`config.mk`:
```
export PLATFORM = sky130hd
export DESIGN_NAME = uart_echo_buffer
export DESIGN_NICKNAME = d
export VERILOG_FILES = /design/src/rtl/uart_echo_buffer_pkg.sv /design/src/rtl/uart_echo_buffer_sync_fifo.sv /design/src/rtl/uart_echo_buffer.sv
export SDC_FILE = /design/constraint.sdc
export NUM_CORES = 1
export LEC_CHECK = 0
export CORE_UTILIZATION = 59
export CTS_CLUSTER_SIZE = 25
export DETAILED_ROUTE_END_ITERATION = 12
export PLACE_DENSITY = 0.87
export SLEW_MARGIN = 20
export SYNTH_ARGS = -nofsm -noshare
export SYNTH_HDL_FRONTEND = slang
export SYNTH_SLANG_ARGS = --single-unit
```
`constraint.sdc`:
```
create_clock -name i_clk -period 3.06 [get_ports i_clk]
set_input_delay 0.306 -clock i_clk [delete_from_list [all_inputs] [get_ports i_clk]]
set_output_delay 0.306 -clock i_clk [all_outputs]
set_load 0.03 [all_outputs]
```
`src/rtl/uart_echo_buffer_pkg.sv`:
```
// Shared constants, TX handshake states and the ASCII case transform for the
// UART loopback echo buffer.
package uart_echo_buffer_pkg;

  localparam int CASE_PASS  = 0;
  localparam int CASE_UPPER = 1;
  localparam int CASE_LOWER = 2;

  typedef enum logic [1:0] {
    IDLE      = 2'd0,
    WAIT_BUSY = 2'd1,
    WAIT_DONE = 2'd2
  } txState_e;

  localparam logic [7:0] ASCII_UPPER_A    = 8'h41;
  localparam logic [7:0] ASCII_UPPER_Z    = 8'h5A;
  localparam logic [7:0] ASCII_LOWER_A    = 8'h61;
  localparam logic [7:0] ASCII_LOWER_Z    = 8'h7A;
  localparam logic [7:0] ASCII_CASE_DELTA = 8'h20;

  // Letters outside the selected range, and every byte in pass mode, are untouched.
  function automatic logic [7:0] caseXform(input logic [7:0] b, input int mode);
    logic [7:0] r;
    r = b;
    if (mode == CASE_UPPER && b >= ASCII_LOWER_A && b <= ASCII_LOWER_Z)
      r = b - ASCII_CASE_DELTA;
    else if (mode == CASE_LOWER && b >= ASCII_UPPER_A && b <= ASCII_UPPER_Z)
      r = b + ASCII_CASE_DELTA;
    return r;
  endfunction

endpackage

```
`src/rtl/uart_echo_buffer_sync_fifo.sv`:
```
// Single-clock FIFO with separate occupancy counter; a push while full is
// accepted only when a pop happens in the same cycle, and clear wins over both.
module sync_fifo
  import uart_echo_buffer_pkg::*;
#(
  parameter int WIDTH = 8,
  parameter int DEPTH = 16,
  localparam int PW = $clog2(DEPTH),
  localparam int LW = $clog2(DEPTH + 1)
) (
  input  logic             i_clk,
  input  logic             i_rst,
  input  logic             i_push,
  input  logic             i_pop,
  input  logic             i_clear,
  input  logic [WIDTH-1:0] i_data,
  output logic [WIDTH-1:0] o_data,
  output logic [LW-1:0]    o_level,
  output logic             o_empty,
  output logic             o_full
);

  logic [WIDTH-1:0] mem_q [DEPTH];
  logic [PW-1:0]    wrPtr_q, wrPtr_d;
  logic [PW-1:0]    rdPtr_q, rdPtr_d;
  logic [LW-1:0]    level_q, level_d;
  logic             doPush, doPop;

  assign o_empty = (level_q == '0);
  assign o_full  = (level_q == LW'(DEPTH));
  assign o_level = level_q;
  assign o_data  = mem_q[rdPtr_q];

  assign doPop  = i_pop && !o_empty && !i_clear;
  assign doPush = i_push && (!o_full || doPop) && !i_clear;

  always_comb begin
    wrPtr_d = wrPtr_q;
    rdPtr_d = rdPtr_q;
    level_d = level_q;
    if (i_clear) begin
      rdPtr_d = wrPtr_q;
      level_d = '0;
    end else begin
      if (doPush) wrPtr_d = wrPtr_q + PW'(1);
      if (doPop)  rdPtr_d = rdPtr_q + PW'(1);
      level_d = level_q + LW'(doPush) - LW'(doPop);
    end
  end

  always_ff @(posedge i_clk or posedge i_rst) begin
    if (i_rst) begin
      wrPtr_q <= '0;
      rdPtr_q <= '0;
      level_q <= '0;
    end else begin
      wrPtr_q <= wrPtr_d;
      rdPtr_q <= rdPtr_d;
      level_q <= level_d;
    end
  end

  always_ff @(posedge i_clk) begin
    if (doPush) mem_q[wrPtr_q] <= i_data;
  end

endmodule

```
`src/rtl/uart_echo_buffer.sv`:
```
// Queues received bytes between the UART receiver and transmitter, optionally
// case-converting them, and launches one byte per transmitter busy cycle.
module uart_echo_buffer
  import uart_echo_buffer_pkg::*;
#(
  parameter int WIDTH     = 8,
  parameter int DEPTH     = 16,
  parameter int CASE_MODE = CASE_PASS,
  localparam int LW = $clog2(DEPTH + 1)
) (
  input  logic             i_clk,
  input  logic             i_rst,
  input  logic             i_rx_valid,
  input  logic [WIDTH-1:0] i_rx_byte,
  input  logic             i_tx_busy,
  input  logic             i_clear,
  output logic             o_tx_start,
  output logic [WIDTH-1:0] o_tx_byte,
  output logic [WIDTH-1:0] o_last_byte,
  output logic [LW-1:0]    o_level,
  output logic             o_empty,
  output logic             o_full,
  output logic             o_overflow
);

  logic [WIDTH-1:0] pushData, fifoData;
  logic             fifoEmpty, fifoFull;
  txState_e         state_q, state_d;
  logic             txStart_q, txStart_d;
  logic [WIDTH-1:0] txByte_q, txByte_d;
  logic [WIDTH-1:0] lastByte_q, lastByte_d;
  logic             overflow_q, overflow_d;
  logic             launch;

  if (WIDTH == 8 && CASE_MODE != CASE_PASS) begin : gXform
    assign pushData = caseXform(i_rx_byte, CASE_MODE);
  end else begin : gPass
    assign pushData = i_rx_byte;
  end

  // A flush must not launch a byte it is about to discard.
  assign launch = (state_q == IDLE) && !fifoEmpty && !i_tx_busy && !i_clear;

  sync_fifo #(.WIDTH(WIDTH), .DEPTH(DEPTH)) uFifo (
    .i_clk   (i_clk),
    .i_rst   (i_rst),
    .i_push  (i_rx_valid),
    .i_pop   (launch),
    .i_clear (i_clear),
    .i_data  (pushData),
    .o_data  (fifoData),
    .o_level (o_level),
    .o_empty (fifoEmpty),
    .o_full  (fifoFull)
  );

  always_comb begin
    state_d    = state_q;
    txStart_d  = 1'b0;
    txByte_d   = txByte_q;
    lastByte_d = i_rx_valid ? i_rx_byte : lastByte_q;
    overflow_d = overflow_q;
    if (i_clear)
      overflow_d = 1'b0;
    else if (i_rx_valid && fifoFull && !launch)
      overflow_d = 1'b1;
    unique case (state_q)
      IDLE: begin
        if (launch) begin
          txStart_d = 1'b1;
          txByte_d  = fifoData;
          state_d   = WAIT_BUSY;
        end
      end
      WAIT_BUSY: if (i_tx_busy)  state_d = WAIT_DONE;
      WAIT_DONE: if (!i_tx_busy) state_d = IDLE;
      default:   state_d = IDLE;
    endcase
  end

  always_ff @(posedge i_clk or posedge i_rst) begin
    if (i_rst) begin
      state_q    <= IDLE;
      txStart_q  <= 1'b0;
      txByte_q   <= '0;
      lastByte_q <= '0;
      overflow_q <= 1'b0;
    end else begin
      state_q    <= state_d;
      txStart_q  <= txStart_d;
      txByte_q   <= txByte_d;
      lastByte_q <= lastByte_d;
      overflow_q <= overflow_d;
    end
  end

  assign o_tx_start  = txStart_q;
  assign o_tx_byte   = txByte_q;
  assign o_last_byte = lastByte_q;
  assign o_empty     = fifoEmpty;
  assign o_full      = fifoFull;
  assign o_overflow  = overflow_q;

endmodule
```
## Word-level counts from Yosys, hierarchy flattened

Memory sizes are Yosys's and may differ from the RTL's. A register that Yosys moved wholly into a read port is not among the register bits.
Index checks and enable logic that the tools add are counted.

- Flip-flop bits (word level): 25
- Latch bits: 0
- Bits in writable memories: 128
- Memory bits (read-only): 0
- Input port bits: 13
- Output and inout port bits: 25
- Logic and storage cells: 54
- Memories: 1

- Add/subtract/negate cells: 4
- Multiply operators: 0
- Div/mod/pow operators: 0
- Magnitude comparators: 0
- Equality and inequality tests: 6
- Shift-type cells: 0
- Mux-type cells: 13
- Bitwise gates (word level): 1
- Reductions and logical operators: 22

Memory list:

| name | words | bits a word | read ports | clocked after Yosys merged registers in | wr ports | RTL line | text |
|---|---|---|---|---|---|---|---|
| uFifo.mem_q | 16 | 8 | 1 | 1 | 1 | uart_echo_buffer_sync_fifo.sv:23 | `logic [WIDTH-1:0] mem_q [DEPTH];` |

Operator list:

| cell | count |
|---|---|
| $logic_and 1x1->1 | 9 |
| $add 4x1->4 const B | 2 |
| $mux 4 | 2 |
| $mux 1 | 6 |
| $mux 2 | 3 |
| $ne 2x2->1 const B | 3 |
| $pmux 2 s3 | 1 |
| $add 5x1->5 | 1 |
| $eq 5x5->1 const B | 1 |
| $logic_not 1->1 | 5 |
| $logic_not 5->1 | 1 |
| $mux 5 | 1 |
| $sub 5x1->5 | 1 |
| $reduce_and 2->1 | 2 |
| $reduce_bool 2->1 | 2 |
| $reduce_and 3->1 | 1 |
| $eq 2x1->1 const B | 1 |
| $eq 2x2->1 const B | 1 |
| $logic_not 2->1 | 1 |
| $logic_or 1x1->1 | 1 |
| $not 1->1 | 1 |

## Depth between registers and ports, before layout

- Depth in word-level cells: 13
- Gate-level depth with buffers: 13
- Gate-level depth less buffers: 13

## Modules after synthesis

A second synthesis with hierarchy kept.

- Cell total of the unflattened synthesis: 384
- Area total of the unflattened synthesis: 6617.6 um^2

Modules (own cells, without submodules):

| module | times used | cells an instance | area each (um^2) | seq. area each (um^2) |
|---|---|---|---|---|
| sync_fifo | 1 | 337 | 5855.6 | 4169.0 |
| uart_echo_buffer | 1 | 47 | 762.0 | 500.5 |

## Worst setup path before layout

Ideal clock, no wire load.

- Path kind: flip-flop to flip-flop
- Start point: reg uFifo.level_q[3], in the netlist uFifo.o_level[3]
- End point: reg uFifo.level_q[4], in the netlist uFifo.o_level[4]
- Library setup time: 134 ps
- Arrival: 2704 ps
- Path slack: 222 ps
- Cell stages (with the launch flop): 14
- Path buffers: 0
- Clock period less this slack: 2838 ps
- Cell sequence: dfrtp_1 > inv_1 > ha_1 > nor4b_4 > nor2_1 > ha_1 > inv_1 > ha_1 > inv_1 > fa_1 > nor2b_1 > o21bai_1 > a21oi_1 > nor3b_1

- Word-level cells in the longest chain between the ends: 13
- Elaborated cells on any way between the ends: 15
- Those cells by class: add/sub (2); eq/ne (1); mux (1); reduce/logical (11)

Ends and longest elaborated chain:

| item | RTL line | text |
|---|---|---|
| start: declaration | uart_echo_buffer_sync_fifo.sv:26 | `logic [LW-1:0] level_q, level_d;` |
| start signal: assignment | uart_echo_buffer_sync_fifo.sv:59 | `level_q <= level_d;` |
| $logic_not 5->1 (*) | uart_echo_buffer_sync_fifo.sv:29 | `assign o_empty = (level_q == '0);` |
| named net o_empty | uart_echo_buffer.sv:21 | `output logic o_empty,` |
| $logic_not 1->1 (*) | uart_echo_buffer_sync_fifo.sv:34, uart_echo_buffer.sv:42 |  |
| $logic_and 1x1->1 (3 in a row) | uart_echo_buffer.sv:42 | `assign launch = (state_q == IDLE) && !fifoEmpty && !i_tx_busy && !i_clear;` |
| $logic_and 1x1->1 (*) (2 in a row) | uart_echo_buffer_sync_fifo.sv:34 | `assign doPop = i_pop && !o_empty && !i_clear;` |
| $logic_or 1x1->1 | uart_echo_buffer_sync_fifo.sv:35 | `assign doPush = i_push && (!o_full \|\| doPop) && !i_clear;` |
| $logic_and 1x1->1 (2 in a row) | uart_echo_buffer_sync_fifo.sv:35 |  |
| $add 5x1->5 | uart_echo_buffer_sync_fifo.sv:47 | `level_d = level_q + LW'(doPush) - LW'(doPop);` |
| $sub 5x1->5 (*) | uart_echo_buffer_sync_fifo.sv:47 |  |
| $mux 5 (*) | uart_echo_buffer_sync_fifo.sv:41 | `if (i_clear) begin` |
| named net uFifo.level_d[4] | uart_echo_buffer_sync_fifo.sv:26 |  |

The timed path passes the listed nets; every way through them passes the cells marked *.
A chain may end at the register's enable or synchronous reset.

## Worst setup path in the final report

- Start point: reg uFifo.level_q[3], in the netlist uFifo.o_level[3]
- End point: reg uFifo.level_q[4], in the netlist uFifo.o_level[4]

- Word-level cells in the longest chain between the ends: 13
- Elaborated cells on any way between the ends: 15
- Those cells by class: add/sub (2); eq/ne (1); mux (1); reduce/logical (11)

Ends and longest elaborated chain:

| item | RTL line |
|---|---|
| $logic_not 5->1 | uart_echo_buffer_sync_fifo.sv:29 |
| $logic_not 1->1 | uart_echo_buffer_sync_fifo.sv:34, uart_echo_buffer.sv:42 |
| $logic_and 1x1->1 (3 in a row) | uart_echo_buffer.sv:42 |
| $logic_and 1x1->1 (2 in a row) | uart_echo_buffer_sync_fifo.sv:34 |
| $logic_or 1x1->1 | uart_echo_buffer_sync_fifo.sv:35 |
| $logic_and 1x1->1 (2 in a row) | uart_echo_buffer_sync_fifo.sv:35 |
| $add 5x1->5 | uart_echo_buffer_sync_fifo.sv:47 |
| $sub 5x1->5 (*) | uart_echo_buffer_sync_fifo.sv:47 |
| $mux 5 (*) | uart_echo_buffer_sync_fifo.sv:41 |
| named net uFifo.level_d[4] | uart_echo_buffer_sync_fifo.sv:26 |

Marked as above.

==> impl_metrics.ini <==
[outcome]
status = finished clean

[sta]
rsz0062_at_grt = false
skew_ns = 0.00571
setup_tns_ns = 0
finalCritPeriodShare_pct = 87.0
drv_slew = 0
hold_violations = 0
relSlewSlack_pct = 49.5
final-setup-viol-count = 0
worst_pin_slew_ns = 0.755
fmax_mhz = 376
fin_crit_ns = 2.66

[logic_synthesis]
synth_area_um2 = 6450
yosys_warnings = 0
syn-instance-count = 347
synth_top_family_by_area = multiplexers
synth_edf_count = 128
synthTopCellsByCount = edfxtp_1, dfrtp_1, mux4_2
synth_fa_ha_area_share_pct = 2.44
yosys_register_bits = 161
post-synth-top-area-fraction_pct = 59.6
synthTopCellsByArea = edfxtp_1, dfrtp_1, mux4_2, ha_1, mux2_2
synth_top_area_cell = edfxtp_1
yosysMostFrequentCell = edfxtp_1
synthXorXnorAreaFrac_pct = 1.09
synthSimpleGateAreaFrac_pct = 4.69
yosysUniqueCellTypes = 39
synthArstFlopShare_pct = 20.5
syn-num-nets = 372
muxShareOfSynthArea_pct = 14.1
avgSynthCellArea_um2 = 18.6
seq_area_frac_synth_pct = 72.4
synth_compound_area_share_pct = 3.18
ys.flop_type = edfxtp_1

[floorplan]
die_x_um = 107
start_util_pct = 61.7
die_area_um2 = 11400
pin_count = 38
die_h_um = 107
core_um2 = 10500
rows = 37

[drt]
drt.antenna.violating_nets = 0
viasPerCell = 6.21
via_count = 3474
drtPass1Iterations = 6
drtIter0Drc = 286
detail_route.wl_per_cell_um = 23.9
wirelength_mm = 13.4
drc = 0

[flow_run]
drv_cap = 0

[grt]
gr-usage-met3_pct = 5.71
grt_use_total_pct = 26.6
grt_pass1_vias = 3604
grt-ovfl-total = 0
antenna_found_initial = 0
grt_pass1_wl_mm = 21.2
grt_max_degree = 34
use_met1_pct = 37.0
use_met2_pct = 41.6
grt_busiest_layer = met2

[clock_network]
cts_tree = built
cts_buffer_depth = 2
h-tree-depth = 4
clk_latency_ns = 0.53
clk_pin_slew_ns = 0.06
cts.sinks = 161
cts_root_buffer = clkbuf_8
postCtsHoldBufs = 0
cts-resized-gates = 0
cts_setup_buffers = 0
numCtsBuffers = 17

[final_layout]
nets = 435
drive_gt1_share_pct = 23.9
diodes = 0
fillers = 620
final_core_util_pct = 73.5
syn2layout_area_growth_pct = 19.1

[power_and_ir_drop]
vdd_drop_max_mv = 0.531
power_mw = 7.00
power_leakage_nw = 2.71
p_per_area_nw_per_um2 = 911

[place]
gp_congestion = 0.754
dp_hpwl_mm = 8.14
port_buffers = 37

[hold_path]
hold_class = primary input to async pin

[worst_setup_path]
required_ns = 3.50
crit_type = flop to flop
endpoint_kind = flop
path_max_fanout = 5
critPathLaunchType = flop
crit_arrival_ns = 3.10
-- stage by stage --
stage | setup slack [ns] | hold slack, ns | cell area, um2 | std cells
after global routing | 0.0698 | 0.236 | 7690 | 559
after global placement | 0.286 | 0.486 | 7100 | 527
after CTS | 0.387 | 0.190 | 7690 | 559
after floorplan | 0.222 | 0.372 | 6450 | 347
after detailed placement | 0.188 | 0.497 | 7100 | 527
final | 0.399 | 0.181 | 7690 | 559
-- layout by cell type (no fill, tap or decap), drive strengths merged, types with 3 or more instances in the layout --
cell	n
edfxtp	128
clkdlybuf4s50	37
dfrtp	33
mux4	32
nor2	26
buf	25
clkbuf	23
inv	12
ha	11
mux2	9
mux2i	9
nand2	8
o22ai	8
a221oi	8
nor3	6
xnor2	5
clkinv	5
nand2b	4
nor2b	3
xor2	3
o21ai	3
a21oi	3
-- routing by layer --
layer	part of all wire [%]	vias to the layer above
li1	-	1484
met1	39	1759
met2	51	201
met3	8.0	30
met4	2.2	0
met5	0	-
-- registers in the layout, summed over array words and instances, names as in the netlist --
signal and count:
o_last_byte 8, o_overflow 1, o_tx_byte 8, o_tx_start 1, state_q 2, uFifo.mem_q 128, uFifo.o_level 5, uFifo.rdPtr_q 4
uFifo.wrPtr_q 4
-- report_power, final --
group / switching (mW) / internal, mW
combinational: 1.14 / 0.966
clock: 0.800 / 1.25
sequential: 0.241 / 2.61
-- worst paths after layout --
kind / start / end / slack (ns) / cells after the start
setup reg to reg: uFifo.o_level[3] / uFifo.o_level[4] / 0.40 / 13
hold reg to reg: o_last_byte[3] / o_last_byte[3] / 0.51 / 1
max in group asynchronous: i_rst / uFifo.rdPtr_q[1] / 2.54 / 3
setup / recovery: uFifo.o_level[3] / uFifo.o_level[4] / 0.40 / 13
min in group i_clk: i_tx_busy / state_q[1] / 0.40 / 2
hold / removal: i_rst / o_tx_byte[2] / 0.18 / 3
-- worst max-delay path, cell delays in order (launching register included) --
cell and delay, ns:
dfrtp_1 0.40, inv_1 0.09, ha_1 0.16, nor4b_4 0.38, nor2_1 0.08, ha_1 0.28
inv_1 0.06, ha_1 0.15, inv_1 0.05, fa_1 0.38, nor2b_1 0.19, o21bai_1 0.10
nand3_1 0.09, nor3b_1 0.18
-- kinds of logic after synthesis --
| kind of cell | count (synthesis) |
|---|---|
| compound gates | 28 |
| xor+xnor | 8 |
| fa+ha+maj | 12 |
| buf+inv | 30 |
| flops | 161 |
| mux | 50 |
| simple gates | 58 |
-- final cells by class --
type / instances / area (um2) / share of cell area [%]
sequential: 161 / 4670 / 60.8
clock inverter: 9 / 104 / 1.35
tap: 136 / 170 / 2.21
multi-input combinational: 156 / 1650 / 21.4
clock buffer: 23 / 478 / 6.22
inverter: 12 / 45.0 / 0.586
timing repair buffer: 62 / 571 / 7.42
Power figures use the tool's default switching activity.
